<file path="src/rtl/multi_channel_sampler.sv">
// Gated, decimating capture engine: snapshots NB_CHANNELS streams on each decimated tick
// and serialises them channel-interleaved into a capture memory, one word per cycle.
module multi_channel_sampler #(
  parameter int NB_CHANNELS      = 2,
  parameter int DATA_SIZE        = 16,
  parameter int ADDR_SIZE        = 13,
  parameter int IAGC_STATUS_SIZE = 4,
  parameter int DECIMATOR_SIZE   = 4,
  parameter int ST_SAMPLE        = 2,
  parameter int CH_SIZE          = (NB_CHANNELS > 1) ? $clog2(NB_CHANNELS) : 1
) (
  input  logic                             i_clock,
  input  logic                             i_reset_n,
  input  logic [IAGC_STATUS_SIZE-1:0]      i_iagc_status,
  input  logic [NB_CHANNELS*DATA_SIZE-1:0] i_data,
  input  logic                             i_gate,
  input  logic [ADDR_SIZE-1:0]             i_memory_size,
  input  logic [DECIMATOR_SIZE-1:0]        i_decimator,
  input  logic [1:0]                       i_mode,
  output logic [DATA_SIZE-1:0]             o_data,
  output logic [ADDR_SIZE-1:0]             o_addr,
  output logic                             o_wen,
  output logic [CH_SIZE-1:0]               o_channel,
  output logic                             o_end,
  output logic                             o_overrun
);

  localparam logic [CH_SIZE-1:0] LAST_CH    = CH_SIZE'(NB_CHANNELS - 1);
  localparam int                 FRAME_BITS = DATA_SIZE - CH_SIZE;

  typedef enum logic [2:0] {S_IDLE, S_ARMED, S_CAPTURE, S_WRITE, S_DONE} state_e;
  typedef enum logic [1:0] {SRC_LIVE, SRC_RAMP, SRC_ID, SRC_LIVE_ALT} src_e;

  state_e                    state_q;
  src_e                      mode_q;
  logic [ADDR_SIZE-1:0]      size_q, addr_q, waddr_q;
  logic [DECIMATOR_SIZE-1:0] dec_q, dec_cnt_q, dec_cnt_d;
  logic [CH_SIZE-1:0]        ch_q, chan_q;
  logic [DATA_SIZE-1:0]      frame_q, data_q;
  logic                      gate_q, overrun_q, wen_q, end_q;
  logic [DATA_SIZE-1:0]      snap_q [NB_CHANNELS];
  logic [DATA_SIZE-1:0]      snap_d [NB_CHANNELS];
  logic                      sampling, running, tick, last_word, last_ch;

  // NOTE: every signal written here gets a value before any condition, so no latch is inferred.
  always_comb begin
    sampling  = (i_iagc_status == IAGC_STATUS_SIZE'(ST_SAMPLE));
    running   = (state_q == S_CAPTURE) || (state_q == S_WRITE);
    tick      = running && i_gate && (dec_cnt_q == dec_q);
    last_word = (addr_q == size_q - ADDR_SIZE'(1));
    last_ch   = (ch_q == LAST_CH);
    dec_cnt_d = dec_cnt_q;
    if (running && i_gate) dec_cnt_d = tick ? '0 : dec_cnt_q + DECIMATOR_SIZE'(1);
    for (int k = 0; k < NB_CHANNELS; k++) begin
      case (mode_q)
        SRC_RAMP: snap_d[k] = frame_q + DATA_SIZE'(k);
        SRC_ID:   snap_d[k] = {CH_SIZE'(k), frame_q[FRAME_BITS-1:0]};
        default:  snap_d[k] = i_data[k*DATA_SIZE +: DATA_SIZE];
      endcase
    end
  end

  // The last-channel write cycle doubles as a capture slot, so a tick period of
  // NB_CHANNELS cycles streams without gaps.
  // NOTE: the snapshot is pure datapath storage and is left out of reset; nothing reads it before a tick fills it.
  always_ff @(posedge i_clock) begin
    if (!i_reset_n) begin
      state_q   <= S_IDLE;
      mode_q    <= SRC_LIVE;
      size_q    <= '0;
      dec_q     <= '0;
      addr_q    <= '0;
      dec_cnt_q <= '0;
      ch_q      <= '0;
      frame_q   <= '0;
      gate_q    <= 1'b0;
      overrun_q <= 1'b0;
      wen_q     <= 1'b0;
      end_q     <= 1'b0;
      data_q    <= '0;
      waddr_q   <= '0;
      chan_q    <= '0;
    end else begin
      gate_q <= i_gate;
      wen_q  <= 1'b0;
      if (!sampling) begin
        state_q   <= S_IDLE;
        end_q     <= 1'b0;
        overrun_q <= 1'b0;
        data_q    <= '0;
        waddr_q   <= '0;
        chan_q    <= '0;
      end else begin
        case (state_q)
          S_IDLE: begin
            size_q    <= i_memory_size;
            dec_q     <= i_decimator;
            mode_q    <= src_e'(i_mode);
            addr_q    <= '0;
            dec_cnt_q <= '0;
            ch_q      <= '0;
            frame_q   <= '0;
            overrun_q <= 1'b0;
            state_q   <= S_ARMED;
          end
          S_ARMED: if (i_gate && !gate_q) state_q <= S_CAPTURE;
          S_CAPTURE: begin
            dec_cnt_q <= dec_cnt_d;
            if (tick) begin
              snap_q  <= snap_d;
              frame_q <= frame_q + DATA_SIZE'(1);
              ch_q    <= '0;
              state_q <= S_WRITE;
            end
          end
          S_WRITE: begin
            dec_cnt_q <= dec_cnt_d;
            wen_q     <= 1'b1;
            data_q    <= snap_q[ch_q];
            waddr_q   <= addr_q;
            chan_q    <= ch_q;
            addr_q    <= addr_q + ADDR_SIZE'(1);
            if (tick && !last_ch) overrun_q <= 1'b1;
            if (last_word) begin
              state_q <= S_DONE;
            end else if (!last_ch) begin
              ch_q <= ch_q + CH_SIZE'(1);
            end else if (tick) begin
              snap_q  <= snap_d;
              frame_q <= frame_q + DATA_SIZE'(1);
              ch_q    <= '0;
            end else begin
              state_q <= S_CAPTURE;
            end
          end
          S_DONE:  end_q   <= 1'b1;
          default: state_q <= S_IDLE;
        endcase
      end
    end
  end

  assign o_data    = data_q;
  assign o_addr    = waddr_q;
  assign o_wen     = wen_q;
  assign o_channel = chan_q;
  assign o_end     = end_q;
  assign o_overrun = overrun_q;

endmodule

</file>
<file path="config.mk">
export PLATFORM = sky130hd
export DESIGN_NAME = multi_channel_sampler
export DESIGN_NICKNAME = d
export VERILOG_FILES = /design/src/rtl/multi_channel_sampler.sv
export SDC_FILE = /design/constraint.sdc
export NUM_CORES = 1
export LEC_CHECK = 0
export ABC_AREA = 1
export CAP_MARGIN = 20
export CELL_PAD_IN_SITES_DETAIL_PLACEMENT = 2
export CELL_PAD_IN_SITES_GLOBAL_PLACEMENT = 2
export CORE_AREA = 2 2 100 199
export DETAILED_ROUTE_END_ITERATION = 10
export DIE_AREA = 0 0 102 201
export HOLD_SLACK_MARGIN = 0.03
export PLACE_DENSITY = 0.8
export SETUP_SLACK_MARGIN = 0.05
export SLEW_MARGIN = 20
export SYNTH_ARGS = -nofsm -noshare
export SYNTH_HDL_FRONTEND = slang
export SYNTH_SLANG_ARGS = --single-unit
</file>
<file path="constraint.sdc">
create_clock -name i_clock -period 7.25 [get_ports i_clock]
set_input_delay 1.0875 -clock i_clock [delete_from_list [all_inputs] [get_ports i_clock]]
set_output_delay 1.0875 -clock i_clock [all_outputs]
set_load 0.05 [all_outputs]
</file>
==> results.yml <==
run_status:
  outcome: "finished clean"
yosys:
  synth_top_area_share_pct: 29.3
  synthCells: 845
  ys_ff_latch: 122
  synthArstFlopShare_pct: 0
  synth_common_cells: "nand2_1 (220), nor2_1 (92), dfxtp_1 (90)"
  synth_compound_area_share_pct: 12.9
  synth-edff-count: 32
  syn_nets: 909
  yosys-mux-area-fraction_pct: 0
  synth_flop_cell: "dfxtp_1"
  synth_top_family_by_area: "simple AND/OR/NAND/NOR gates"
  yosysUniqueCellTypes: 35
  yosysMostFrequentCell: "nand2_1"
  ys_warn_count: 0
  synthXorXnorAreaFrac_pct: 3.56
  synth_top_cell_by_area: "dfxtp_1"
  yosys.area_share.simple_pct: 29.5
  synthTopCellsByArea: "dfxtp_1 (29%), edfxtp_1 (16%), nand2_1 (13%)"
  seq_area_frac_synth_pct: 44.9
  synthesis.area_sq_mm: 0.00616
  avgSynthCellArea_sq_um: 7.29
  synth_fa_ha_area_share_pct: 1.22
timing:
  setup_tns_ns: 0
  setup-violations-final: 0
  hold_violations: 0
  fmax_mhz: 236
  min_period_ns: 4.23
  slew_headroom_pct: 28.1
  tightestPinTransition_ns: 1.08
  fin_skew_ns: 0.0127
  grt_setup_unrepaired: "false"
  drv_slew: 0
  period_share_pct: 58.3
worst_setup_path:
  slowest_stage: "inv_1"
  end_kind: "register"
  arrival_ns: 4.36
  path_cells: "clkdlybuf4s50_1 > buf_4 > clkinv_1 > nor2_1 > buf_4 > inv_1 > nor2_1 > inv_1 > nor2_1 > o21ai_0 > inv_1 > buf_16"
  path_class: "in2reg"
  cp_max_fo: 26
  cp-start-kind: "input pin"
  required_ns: 7.38
  slowest_delay_ns: 0.53
  path_buf_inv: 8
  path_delay_family: "buffers and inverters"
floorplan:
  start_util_pct: 32.2
  row_count: 72
  fp.dieH_um: 201
  core_area_sq_mm: 0.0191
  die_area_sq_mm: 0.0205
  dieWidth_um: 102
  ios: 91
grt:
  grt_antenna_before_repair: 0
  grt_pass1_wl_um: 35700
  grt_remaining_overflow: 0
  grt_pass1_vias: 6692
  grt.total_usage_pct: 22.7
  grt_max_degree: 35
clock_tree:
  hold_buffers: 0
  cts.sinks: 122
  numCtsBuffers: 17
  htreeDepth: 4
  clkSlewWorstSetupHoldPaths_ns: 0.06
  cts_tree: "done"
  clock_latency_ns: 0.43
  root_buffer: "clkbuf_16"
  cts_setup_buffers: 0
  post_cts_resize_count: 0
  clockBufferDepth: 2
final_layout:
  drive_gt1_share_pct: 6.19
  finish.utilization_pct: 41.2
  insertedDiodeCount: 0
  fillCellCount: 2223
  nets: 988
  area_delta_synth_final_pct: 27.7
  multiInputGateArea_sq_mm: 0.00291
  regArea_sq_mm: 0.00276
place:
  post-dp-hpwl_um: 16200
  gp_congestion: 0.833
  port_buffers: 90
drt:
  wl_um: 22200
  dr.pass1.iters: 4
  drc_errors: 0
  vias: 6040
  via_per_inst: 5.05
  wl_per_cell_um: 18.6
  drtAntennaViolNets: 0
  drt_iter0_drc: 215
power:
  max-vdd-ir-drop_mv: 0.116
  power_density_mw_per_mm2: 222
  p_leak_nw: 3.08
min_path:
  worstHoldPathType: "reg2reg"
job:
  drv_cap: 0
placed cells by master (no fill, tap or decap), types with 11 or more instances in the layout:
cell type and n:
a21oi_1 68, a31oi_1 16, clkbuf_16 17, clkdlybuf4s50_1 90, dfxtp_1 90, edfxtp_1 32
inv_1 86, nand2_1 220, nand3_1 36, nand4_1 27, nor2_1 91, nor2_2 12
nor3_1 11, o21ai_0 65, xor2_1 19
cell families after synthesis:
kind of cell               count (synthesis)
AOI/OAI and AO/OA                        153
buffers and inverters                    123
DFF                                      122
xor gates and xnor gates                  25
adders and majority gates                  6
and+or+nand+nor                          416
through the flow:
stage | setup slack [ns] | hold WS, ns | cells | area [sq um] | total power (W)
after global placement | 2.43 | 0.448 | 1163 | 7250 | 0.000882
after floorplan | 4.27 | 0.451 | 845 | 6160 | 0.000820
after CTS | 2.95 | 0.457 | 1196 | 7860 | 0.00176
after global routing | 2.67 | 0.501 | 1196 | 7870 | 0.00180
after detailed placement | 2.49 | 0.448 | 1164 | 7280 | 0.000891
final | 3.02 | 0.452 | 1196 | 7870 | 0.00174
registers in the layout, summed over array words and instances, names as in the netlist:
register and cells:
dec_cnt_q 4, mode_q 2, addr_q 13, size_q 13
gate_q 1, o_overrun 1, frame_q 16, o_data 16
o_end 1, dec_q 4, o_channel 1, ch_q 1
o_addr 13, state_q 3, o_wen 1, snap_q 32
tightest hold or removal path, stage by stage, from the launching register on:
cell and delay, ns:
dfxtp_1 0.31, inv_1 0.05, a21oi_1 0.05
cell type report:
cell class	count	share of cell area, %
clock buffers	19	5.50
clock inverters	13	1.92
inverters	89	4.25
multi-input cells	600	37.0
flip-flops and latches	122	35.1
well taps	259	4.12
repair buffers	94	12.1
layer usage:
layer,track usage [%],wire (um),vias up,share of wire (%)
met5,0,0,-,0
met4,8.19,559,0,2.5
met3,3.17,643,35,2.9
met2,39.4,11500,120,52
met1,28.0,9450,2959,43
li1,-,-,2926,-
worst paths after layout:
check                               start                 endpoint  slack (ns)  cells past startpoint
setup reg to reg  state_q[1]$_SDFFE_PN0P_  frame_q[1]$_SDFFE_PN0P_        3.40                      9
hold reg to reg        o_end$_SDFFE_PN0N_       o_end$_SDFFE_PN0N_        0.45                      2
setup / recovery                i_reset_n      snap_q[0]$_DFFE_PP_        3.02                     12
hold / removal         o_end$_SDFFE_PN0N_       o_end$_SDFFE_PN0N_        0.45                      2
where the power goes:
| group | leakage, nW | internal, W | switching, W | total (W) |
|---|---|---|---|---|
| sequential | 1.02 | 0.000709 | 0.00000861 | 0.000717 |
| clock | 0.276 | 0.000537 | 0.000330 | 0.000866 |
| combinational | 1.79 | 0.0000649 | 0.0000951 | 0.000160 |
(Power assumes the default switching activity.)
